File: src/rtl/csr_file_if.sv
// CSR bus between the pipeline (decode read port, EX and trap-controller write ports)
// and the machine-mode CSR file; the pipeline side is the master.
`timescale 1ns/1ps
interface csr_file_if;
  logic [11:0] id_csr_raddr_i;
  logic [31:0] id_csr_rdata_o;
  logic        ex_csr_we_i;
  logic [11:0] ex_csr_waddr_i;
  logic [31:0] ex_csr_wdata_i;
  logic        cl_csr_we_i;
  logic [11:0] cl_csr_waddr_i;
  logic [31:0] cl_csr_wdata_i;
  logic [31:0] mstatus_o;
  logic [31:0] mtvec_o;
  logic [31:0] mepc_o;

  modport master (
    output id_csr_raddr_i, ex_csr_we_i, ex_csr_waddr_i, ex_csr_wdata_i,
           cl_csr_we_i, cl_csr_waddr_i, cl_csr_wdata_i,
    input  id_csr_rdata_o, mstatus_o, mtvec_o, mepc_o
  );

  modport slave (
    input  id_csr_raddr_i, ex_csr_we_i, ex_csr_waddr_i, ex_csr_wdata_i,
           cl_csr_we_i, cl_csr_waddr_i, cl_csr_wdata_i,
    output id_csr_rdata_o, mstatus_o, mtvec_o, mepc_o
  );
endinterface

File: src/rtl/csr_file.sv
// Machine-mode CSR file: two write ports (EX, trap controller) and a forwarding read port.
// Define CSR_CYCLE_COUNTER_EN to add the 64-bit {mcycleh, mcycle} counter.
`timescale 1ns/1ps
module csr_file (
  input  logic      clk,
  input  logic      rst_n,
  input  logic      timer_int_i,
  csr_file_if.slave bus
);
  localparam logic [11:0] ADDR_MSTATUS  = 12'h300;
  localparam logic [11:0] ADDR_MISA     = 12'h301;
  localparam logic [11:0] ADDR_MIE      = 12'h304;
  localparam logic [11:0] ADDR_MTVEC    = 12'h305;
  localparam logic [11:0] ADDR_MSCRATCH = 12'h340;
  localparam logic [11:0] ADDR_MEPC     = 12'h341;
  localparam logic [11:0] ADDR_MCAUSE   = 12'h342;
  localparam logic [11:0] ADDR_MTVAL    = 12'h343;
  localparam logic [11:0] ADDR_MIP      = 12'h344;
  localparam logic [11:0] ADDR_MCYCLE   = 12'hB00;
  localparam logic [11:0] ADDR_MCYCLEH  = 12'hB80;
  localparam logic [11:0] ADDR_MHARTID  = 12'hF14;

  localparam logic [31:0] MSTATUS_RST   = 32'h0000_1800;
  localparam logic [31:0] MSTATUS_WMASK = 32'h0000_0088;
  localparam logic [31:0] MIE_WMASK     = 32'h0000_0888;
  localparam logic [31:0] MISA_VAL      = 32'h4000_0100;

  logic [31:0] mstatus_q,  mstatus_d;
  logic [31:0] mie_q,      mie_d;
  logic [31:0] mtvec_q,    mtvec_d;
  logic [31:0] mscratch_q, mscratch_d;
  logic [31:0] mepc_q,     mepc_d;
  logic [31:0] mcause_q,   mcause_d;
  logic [31:0] mtval_q,    mtval_d;
`ifdef CSR_CYCLE_COUNTER_EN
  logic [31:0] mcycle_q,   mcycle_d;
  logic [31:0] mcycleh_q,  mcycleh_d;
`endif

  logic [1:0]       wr_en;
  logic [1:0][11:0] wr_addr;
  logic [1:0][31:0] wr_data;
  logic [31:0]      stored_rdata;
  logic [31:0]      rdata;

  // Index 1 is the trap controller; it is applied last so it overrides EX on the same CSR.
  always_comb begin
    wr_en   = {bus.cl_csr_we_i,    bus.ex_csr_we_i};
    wr_addr = {bus.cl_csr_waddr_i, bus.ex_csr_waddr_i};
    wr_data = {bus.cl_csr_wdata_i, bus.ex_csr_wdata_i};
  end

  always_comb begin
    mstatus_d  = mstatus_q;
    mie_d      = mie_q;
    mtvec_d    = mtvec_q;
    mscratch_d = mscratch_q;
    mepc_d     = mepc_q;
    mcause_d   = mcause_q;
    mtval_d    = mtval_q;
`ifdef CSR_CYCLE_COUNTER_EN
    mcycle_d   = mcycle_q + 32'd1;
    mcycleh_d  = mcycleh_q + {31'd0, &mcycle_q};
`endif
    for (int p = 0; p < 2; p++) begin
      if (wr_en[p]) begin
        case (wr_addr[p])
          ADDR_MSTATUS:  mstatus_d  = MSTATUS_RST | (wr_data[p] & MSTATUS_WMASK);
          ADDR_MIE:      mie_d      = wr_data[p] & MIE_WMASK;
          ADDR_MTVEC:    mtvec_d    = wr_data[p];
          ADDR_MSCRATCH: mscratch_d = wr_data[p];
          ADDR_MEPC:     mepc_d     = {wr_data[p][31:2], 2'b00};
          ADDR_MCAUSE:   mcause_d   = wr_data[p];
          ADDR_MTVAL:    mtval_d    = wr_data[p];
`ifdef CSR_CYCLE_COUNTER_EN
          ADDR_MCYCLE:   mcycle_d   = wr_data[p];
          ADDR_MCYCLEH:  mcycleh_d  = wr_data[p];
`endif
          default: ;
        endcase
      end
    end
  end

  always_ff @(posedge clk) begin
    if (!rst_n) begin
      mstatus_q  <= MSTATUS_RST;
      mie_q      <= '0;
      mtvec_q    <= '0;
      mscratch_q <= '0;
      mepc_q     <= '0;
      mcause_q   <= '0;
      mtval_q    <= '0;
    end else begin
      mstatus_q  <= mstatus_d;
      mie_q      <= mie_d;
      mtvec_q    <= mtvec_d;
      mscratch_q <= mscratch_d;
      mepc_q     <= mepc_d;
      mcause_q   <= mcause_d;
      mtval_q    <= mtval_d;
    end
  end

`ifdef CSR_CYCLE_COUNTER_EN
  always_ff @(posedge clk) begin
    if (!rst_n) begin
      mcycle_q  <= '0;
      mcycleh_q <= '0;
    end else begin
      mcycle_q  <= mcycle_d;
      mcycleh_q <= mcycleh_d;
    end
  end
`endif

  always_comb begin
    stored_rdata = '0;
    case (bus.id_csr_raddr_i)
      ADDR_MSTATUS:  stored_rdata = mstatus_q;
      ADDR_MISA:     stored_rdata = MISA_VAL;
      ADDR_MIE:      stored_rdata = mie_q;
      ADDR_MTVEC:    stored_rdata = mtvec_q;
      ADDR_MSCRATCH: stored_rdata = mscratch_q;
      ADDR_MEPC:     stored_rdata = mepc_q;
      ADDR_MCAUSE:   stored_rdata = mcause_q;
      ADDR_MTVAL:    stored_rdata = mtval_q;
      ADDR_MIP:      stored_rdata = {24'd0, timer_int_i, 7'd0};
`ifdef CSR_CYCLE_COUNTER_EN
      ADDR_MCYCLE:   stored_rdata = mcycle_q;
      ADDR_MCYCLEH:  stored_rdata = mcycleh_q;
`endif
      ADDR_MHARTID:  stored_rdata = '0;
      default:       stored_rdata = '0;
    endcase
  end

  // Forwarding returns the raw in-flight data, before any write masking.
  always_comb begin
    rdata = stored_rdata;
    if (bus.cl_csr_we_i && (bus.cl_csr_waddr_i == bus.id_csr_raddr_i)) begin
      rdata = bus.cl_csr_wdata_i;
    end else if (bus.ex_csr_we_i && (bus.ex_csr_waddr_i == bus.id_csr_raddr_i)) begin
      rdata = bus.ex_csr_wdata_i;
    end
  end

  assign bus.id_csr_rdata_o = rdata;
  assign bus.mstatus_o      = mstatus_q;
  assign bus.mtvec_o        = mtvec_q;
  assign bus.mepc_o         = mepc_q;
endmodule

File: src/flat_wrapper.sv
// flat-port wrapper written by rule: the top's interface ports become plain ports
module csr_file_flat 
  (clk, rst_n, timer_int_i, bus_id_csr_raddr_i, bus_ex_csr_we_i, bus_ex_csr_waddr_i, bus_ex_csr_wdata_i, bus_cl_csr_we_i, bus_cl_csr_waddr_i, bus_cl_csr_wdata_i, bus_id_csr_rdata_o, bus_mstatus_o, bus_mtvec_o, bus_mepc_o);
  csr_file_if bus_i ();
  input  logic clk;
  input  logic rst_n;
  input  logic timer_int_i;
  input wire logic [$bits(bus_i.id_csr_raddr_i)-1:0] bus_id_csr_raddr_i;
  input wire logic [$bits(bus_i.ex_csr_we_i)-1:0] bus_ex_csr_we_i;
  input wire logic [$bits(bus_i.ex_csr_waddr_i)-1:0] bus_ex_csr_waddr_i;
  input wire logic [$bits(bus_i.ex_csr_wdata_i)-1:0] bus_ex_csr_wdata_i;
  input wire logic [$bits(bus_i.cl_csr_we_i)-1:0] bus_cl_csr_we_i;
  input wire logic [$bits(bus_i.cl_csr_waddr_i)-1:0] bus_cl_csr_waddr_i;
  input wire logic [$bits(bus_i.cl_csr_wdata_i)-1:0] bus_cl_csr_wdata_i;
  output wire logic [$bits(bus_i.id_csr_rdata_o)-1:0] bus_id_csr_rdata_o;
  output wire logic [$bits(bus_i.mstatus_o)-1:0] bus_mstatus_o;
  output wire logic [$bits(bus_i.mtvec_o)-1:0] bus_mtvec_o;
  output wire logic [$bits(bus_i.mepc_o)-1:0] bus_mepc_o;
  assign bus_i.id_csr_raddr_i = bus_id_csr_raddr_i;
  assign bus_i.ex_csr_we_i = bus_ex_csr_we_i;
  assign bus_i.ex_csr_waddr_i = bus_ex_csr_waddr_i;
  assign bus_i.ex_csr_wdata_i = bus_ex_csr_wdata_i;
  assign bus_i.cl_csr_we_i = bus_cl_csr_we_i;
  assign bus_i.cl_csr_waddr_i = bus_cl_csr_waddr_i;
  assign bus_i.cl_csr_wdata_i = bus_cl_csr_wdata_i;
  assign bus_id_csr_rdata_o = bus_i.id_csr_rdata_o;
  assign bus_mstatus_o = bus_i.mstatus_o;
  assign bus_mtvec_o = bus_i.mtvec_o;
  assign bus_mepc_o = bus_i.mepc_o;
  csr_file u_core (.clk(clk), .rst_n(rst_n), .timer_int_i(timer_int_i), .bus(bus_i));
endmodule
File: config.mk
export PLATFORM = sky130hd
export DESIGN_NAME = csr_file_flat
export DESIGN_NICKNAME = d
export VERILOG_FILES = /design/src/rtl/csr_file_if.sv /design/src/rtl/csr_file.sv /design/src/flat_wrapper.sv
export SDC_FILE = /design/constraint.sdc
export NUM_CORES = 1
export LEC_CHECK = 0
export ABC_AREA = 1
export BUFFER_PORTS_ARGS = -buffer_cell sky130_fd_sc_hd__buf_4
export CORE_UTILIZATION = 40
export CTS_BUF_LIST = sky130_fd_sc_hd__clkbuf_8
export CTS_CLUSTER_SIZE = 28
export DETAILED_ROUTE_END_ITERATION = 12
export GPL_TIMING_DRIVEN = 0
export PLACE_DENSITY = 0.72
export SKIP_CTS_REPAIR_TIMING = 1
export SYNTH_ARGS = -nofsm -noshare
export SYNTH_HDL_FRONTEND = slang
export SYNTH_SLANG_ARGS = --single-unit
File: constraint.sdc
create_clock -name clk -period 2.95 [get_ports clk]
set_clock_uncertainty 0.05 [all_clocks]
set_input_delay 0.1475 -clock clk [delete_from_list [all_inputs] [get_ports clk]]
set_output_delay 0.1475 -clock clk [all_outputs]
set_load 0.01 [all_outputs]
======== Yosys cells after proc, flatten, opt, wreduce, memory -nomap -nowiden ========
Cells that the tools add are included.
W data, S select, Z words.
operators by class
  $lt $le $gt $ge ......................... 0
  divide/modulo/power cells ............... 0
  equality and inequality tests ........... 25
  shift-type cells ........................ 0
  mux-type cells .......................... 31
  bitwise logic cells ..................... 0
  add/subtract/negate cells ............... 0
  reduce and logical (&&, ||, !) cells .... 2
  $mul .................................... 0
operators by type and width
  kind                    count
  $mux W32                30
  $pmux W32 S9            1
  $eq A12 B10 Y1 const B  23
  $eq A12 B12 Y1          2
  $logic_and A1 B1 Y1     2
word-level totals
  memories kept ........................... 0
  logic and storage cells ................. 65
  input bits .............................. 105
  RAM bits ................................ 0
  register bits ........................... 224
  latch bits .............................. 0
  output and inout bits ................... 128
  ROM bits ................................ 0

======== Logic depth before layout (Yosys ltp) ========
  depth in word-level cells ............... 5
  mapped depth ............................ 14
  depth with buffers taken out ............ 12

======== Least setup slack after synthesis ========
Ideal clock, no wire load.
  path kind ............................... input port to output port
  start point ............................. input bus_id_csr_raddr_i[0]
  end point ............................... output bus_id_csr_rdata_o[19]
  stages .................................. 12
  setup slack ............................. 1302 ps
  data required time ...................... 2753 ps
  path buffers ............................ 3
  data arrival time ....................... 1451 ps
  cells stage by stage .................... buf_2 nor2_1 nand2_1 inv_2 nand2_1 buf_2 buf_6 o21ai_0 a21oi_1 nand2_1 nand2_1 a21oi_1
on the way
  longest elaborated chain between the ends .. 4
  elaborated cells on any way between the ends .. 16
  those cells by class .................... 11 x eq/ne; 3 x mux; 2 x reduce/logical
ends and longest elaborated chain
  what                                                 RTL line                          RTL
  start, declared                                      flat_wrapper.sv:8                 input wire logic [$bits(bus_i.id_csr_raddr_i)-1:0] bus_id_csr_raddr_i;
  $eq A12 B10 Y1 or $eq A12 B12 Y1 (tied branches)     csr_file.sv:119, csr_file.sv:143
  $pmux W32 S9 or $logic_and A1 B1 Y1 (tied branches)  csr_file.sv:119, csr_file.sv:143
  $mux W32                                             csr_file.sv:143                   end else if (bus.ex_csr_we_i && (bus.ex_csr_waddr_i == bus.id_csr_raddr_i)) begin
  $mux W32 (*)                                         csr_file.sv:141                   if (bus.cl_csr_we_i && (bus.cl_csr_waddr_i == bus.id_csr_raddr_i)) begin
  end, declared                                        flat_wrapper.sv:15                output wire logic [$bits(bus_i.id_csr_rdata_o)-1:0] bus_id_csr_rdata_o;
Every way passes the cells marked *; elsewhere a longest branch is shown, timed or not.

======== Worst setup path in the final report ========
  start point ............................. input bus_id_csr_raddr_i[3]
  end point ............................... output bus_id_csr_rdata_o[10]
Same word-level chain as after synthesis.

==> run summary <==
Synth area leaders -> dfxtp_1 (34%), nand2_1 (16%), o21ai_0 (13%)
Rows -> 66
post-layout instance area -> 16600 um^2
ANT nets after route -> 0
EDFF count, synth -> 0
First DRT Iteration DRCs -> 1967
Area Growth Syn to Fin -> 26.0%
share of layout cells above drive strength 1 -> 15.0%
WP data required -> 2.75 ns
number of synthesized register bits -> 224
Clock Root Buffer -> clkbuf_8
Antenna diodes -> 0
total CTS buffers -> 40
area leader, netlist -> dfxtp_1
Syn Area/Cell -> 6.14 um^2
total power -> 6590 uW
largest net degree at the start of global routing -> 11
Max-Cap Viols -> 0
xor/xnor share of the synthesized area -> 0.464%
wire length per cell -> 20.1 um
r2r setup slk -> 1.71 ns
htree depth -> 2
Gate Count Post-Synth -> 2152
Placer Congestion -> 0.992
IO Count -> 233
CP Data Arrival Time -> 2.55 ns
clock tree buffer depth -> 3
adder-cell area share of the yosys netlist -> 0%
Worst Path Class, Setup -> input pin to primary output
simple-gate share of the synthesized area -> 27.3%
final non-filler cell total -> 2927
Max Fanout on Critical Path -> 10
vias after detailed routing -> 15900
outcome -> complete, but fails checks
initial antenna violation count -> 0
Worst-Skew Late Latency -> 0.55 ns
sequential area share after synthesis -> 34.0%
Synth Flop Type -> dfxtp_1
FF-to-FF End -> u_core.mie_q[7]$_SDFF_PN0_
Startpoint Class -> input pin
leakage power -> 0.00916 uW
Inst Count DP -> 2825
number of global-route vias before repair -> 14700
worst r2r src -> u_core.mie_q[7]$_SDFF_PN0_
Sink Count -> 224
RSZ-0062 raised after global routing -> no
grt ovf -> 0
min Tclk post-route -> 2.75 ns
YS warnings -> 0
drt drc -> 0
Buffers on Ports -> 231
area fraction in compound gates after synthesis -> 24.3%
violated checks -> negative hold slack
Yosys cell types -> 37
Slew @ Worst Pin -> 0.953 ns
Syn Nets -> 2257
DRT Pass-1 Iters -> 6
Worst slew margin -> 36.4%
WHS -> -0.0246 ns
Sum Neg Setup Slack -> 0 ns
Die Area -> 33700 um^2
final setup violation count -> 0
final hold vios -> 15
Worst Hold Launch -> bus_cl_csr_wdata_i[7]
Post-Synthesis Cell Area -> 13200 um^2
post-DP HPWL -> 41.8 mm
power per cell area -> 396 nW/um^2
clock transition at the registers of the reported paths -> 0.06 ns
max-slew violations -> 0
commonest cells in the netlist -> nand2_1 (568), inv_1 (335), o21ai_0 (333), dfxtp_1 (224), nor2_1 (222)
CTS tree -> done
crit path capture type -> primary output
placed cell areas -> 15500 um^2
sink of the worst hold path -> u_core.mscratch_q[7]$_SDFF_PN0_
core area -> 32500 um^2
die width -> 184 um
Final nets -> 2562
first-pass GRT wire length -> 86.7 mm
Worst Hold Depth -> 5
count leader, synth -> nand2_1
HP Class -> input pin to flip-flop
post-synth top area share -> 34.0%
die height -> 184 um
drt total wl -> 59.0 mm
R2R depth -> 3
Final period util -> 93.2%
Initial Util -> 40.6%
asr flop ratio synth -> 0%
largest family of logic cells by synthesized area -> simple AND/OR/NAND/NOR gates
Vias/cell -> 5.44
mux cell area share after synthesis -> 0%
Max Fclk -> 0.364 GHz
Global Route Usage Sum -> 34.2%
VDD IR-drop max -> 308 uV
[sequential cells by signal, summed over array words and instances, names as in the netlist]
| signal | cells |
|---|---|
| u_core.bus.mepc_o | 32 |
| u_core.bus.mstatus_o | 32 |
| u_core.bus.mtvec_o | 32 |
| u_core.mcause_q | 32 |
| u_core.mie_q | 32 |
| u_core.mscratch_q | 32 |
| u_core.mtval_q | 32 |
[cells by family after synthesis]
group           after synthesis
compound gates              548
xor+xnor                      7
flops                       224
buf+inv                     471
simple gates                902
[worst max-delay path by stage]
stage                          start  cells after the start                     end  slack, ns
3_5_place_dp   bus_id_csr_raddr_i[5]                     12  bus_id_csr_rdata_o[11]       0.29
4_1_cts        bus_id_csr_raddr_i[5]                     12  bus_id_csr_rdata_o[11]       0.29
6_report       bus_id_csr_raddr_i[3]                     12  bus_id_csr_rdata_o[10]       0.20
2_1_floorplan  bus_id_csr_raddr_i[0]                     12  bus_id_csr_rdata_o[19]       1.30
5_1_grt        bus_id_csr_raddr_i[5]                     12  bus_id_csr_rdata_o[11]       0.19
3_3_place_gp   bus_id_csr_raddr_i[3]                     10  bus_id_csr_rdata_o[11]       0.28
[cell usage in the layout, fill, tap and decap left out, types with 5 or more instances in the layout]
cell type,Yosys,routed
a21oi_1,33,33
a21oi_2,10,10
buf_2,27,27
buf_4,2,233
clkbuf_1,87,87
clkbuf_8,0,55
clkinv_1,5,5
dfxtp_1,224,224
dlygate4sd3_1,0,32
inv_1,335,345
inv_2,10,10
nand2_1,568,568
nand2_2,12,12
nand3_1,60,60
nand4_1,11,11
nor2_1,222,222
nor2_2,6,6
nor3_1,11,11
o211ai_1,13,13
o21ai_0,333,333
o21ai_1,5,5
o21bai_1,148,148
[through the flow]
| stage | setup WS (ns) | util [%] |
|---|---|---|
| after floorplan | 1.30 | - |
| after global placement | 0.277 | 47.6 |
| after detailed placement | 0.292 | 47.6 |
| after CTS | 0.288 | 50.1 |
| after global routing | 0.185 | 51.1 |
| final | 0.202 | 51.1 |
[worst max-delay path, stage by stage]
cell and delay (ns):
buf_4 0.14, inv_2 0.08, nand2_1 0.16, nor3_4 0.32, nand2_2 0.13, clkinv_2 0.24
nor2_1 0.13, a21oi_4 0.42, buf_6 0.30, nand2_2 0.07, a21oi_2 0.22, buf_4 0.16
[cell type report]
| type | count | area [um^2] |
|---|---|---|
| buffer | 120 | 522 |
| clock buffer | 55 | 757 |
| clock inverter | 15 | 67.6 |
| fill | 3382 | 15900 |
| inverter | 351 | 1320 |
| multi-input combinational | 1457 | 6880 |
| sequential | 224 | 4480 |
| tap | 442 | 553 |
| timing repair buffer | 263 | 2050 |
[power breakdown]
group	switching, uW	internal (uW)
combinational	311	211
sequential	0.475	3030
clock	1390	1650
[per-layer routing]
metal	vias to the layer above	track usage [%]	routed length [um]
li1	7321	-	-
met1	7289	44.4	22800
met2	1087	53.0	25700
met3	218	6.77	7080
met4	2	19.2	3310
met5	-	0	14
Note: power is estimated with default switching activity, not from simulation.
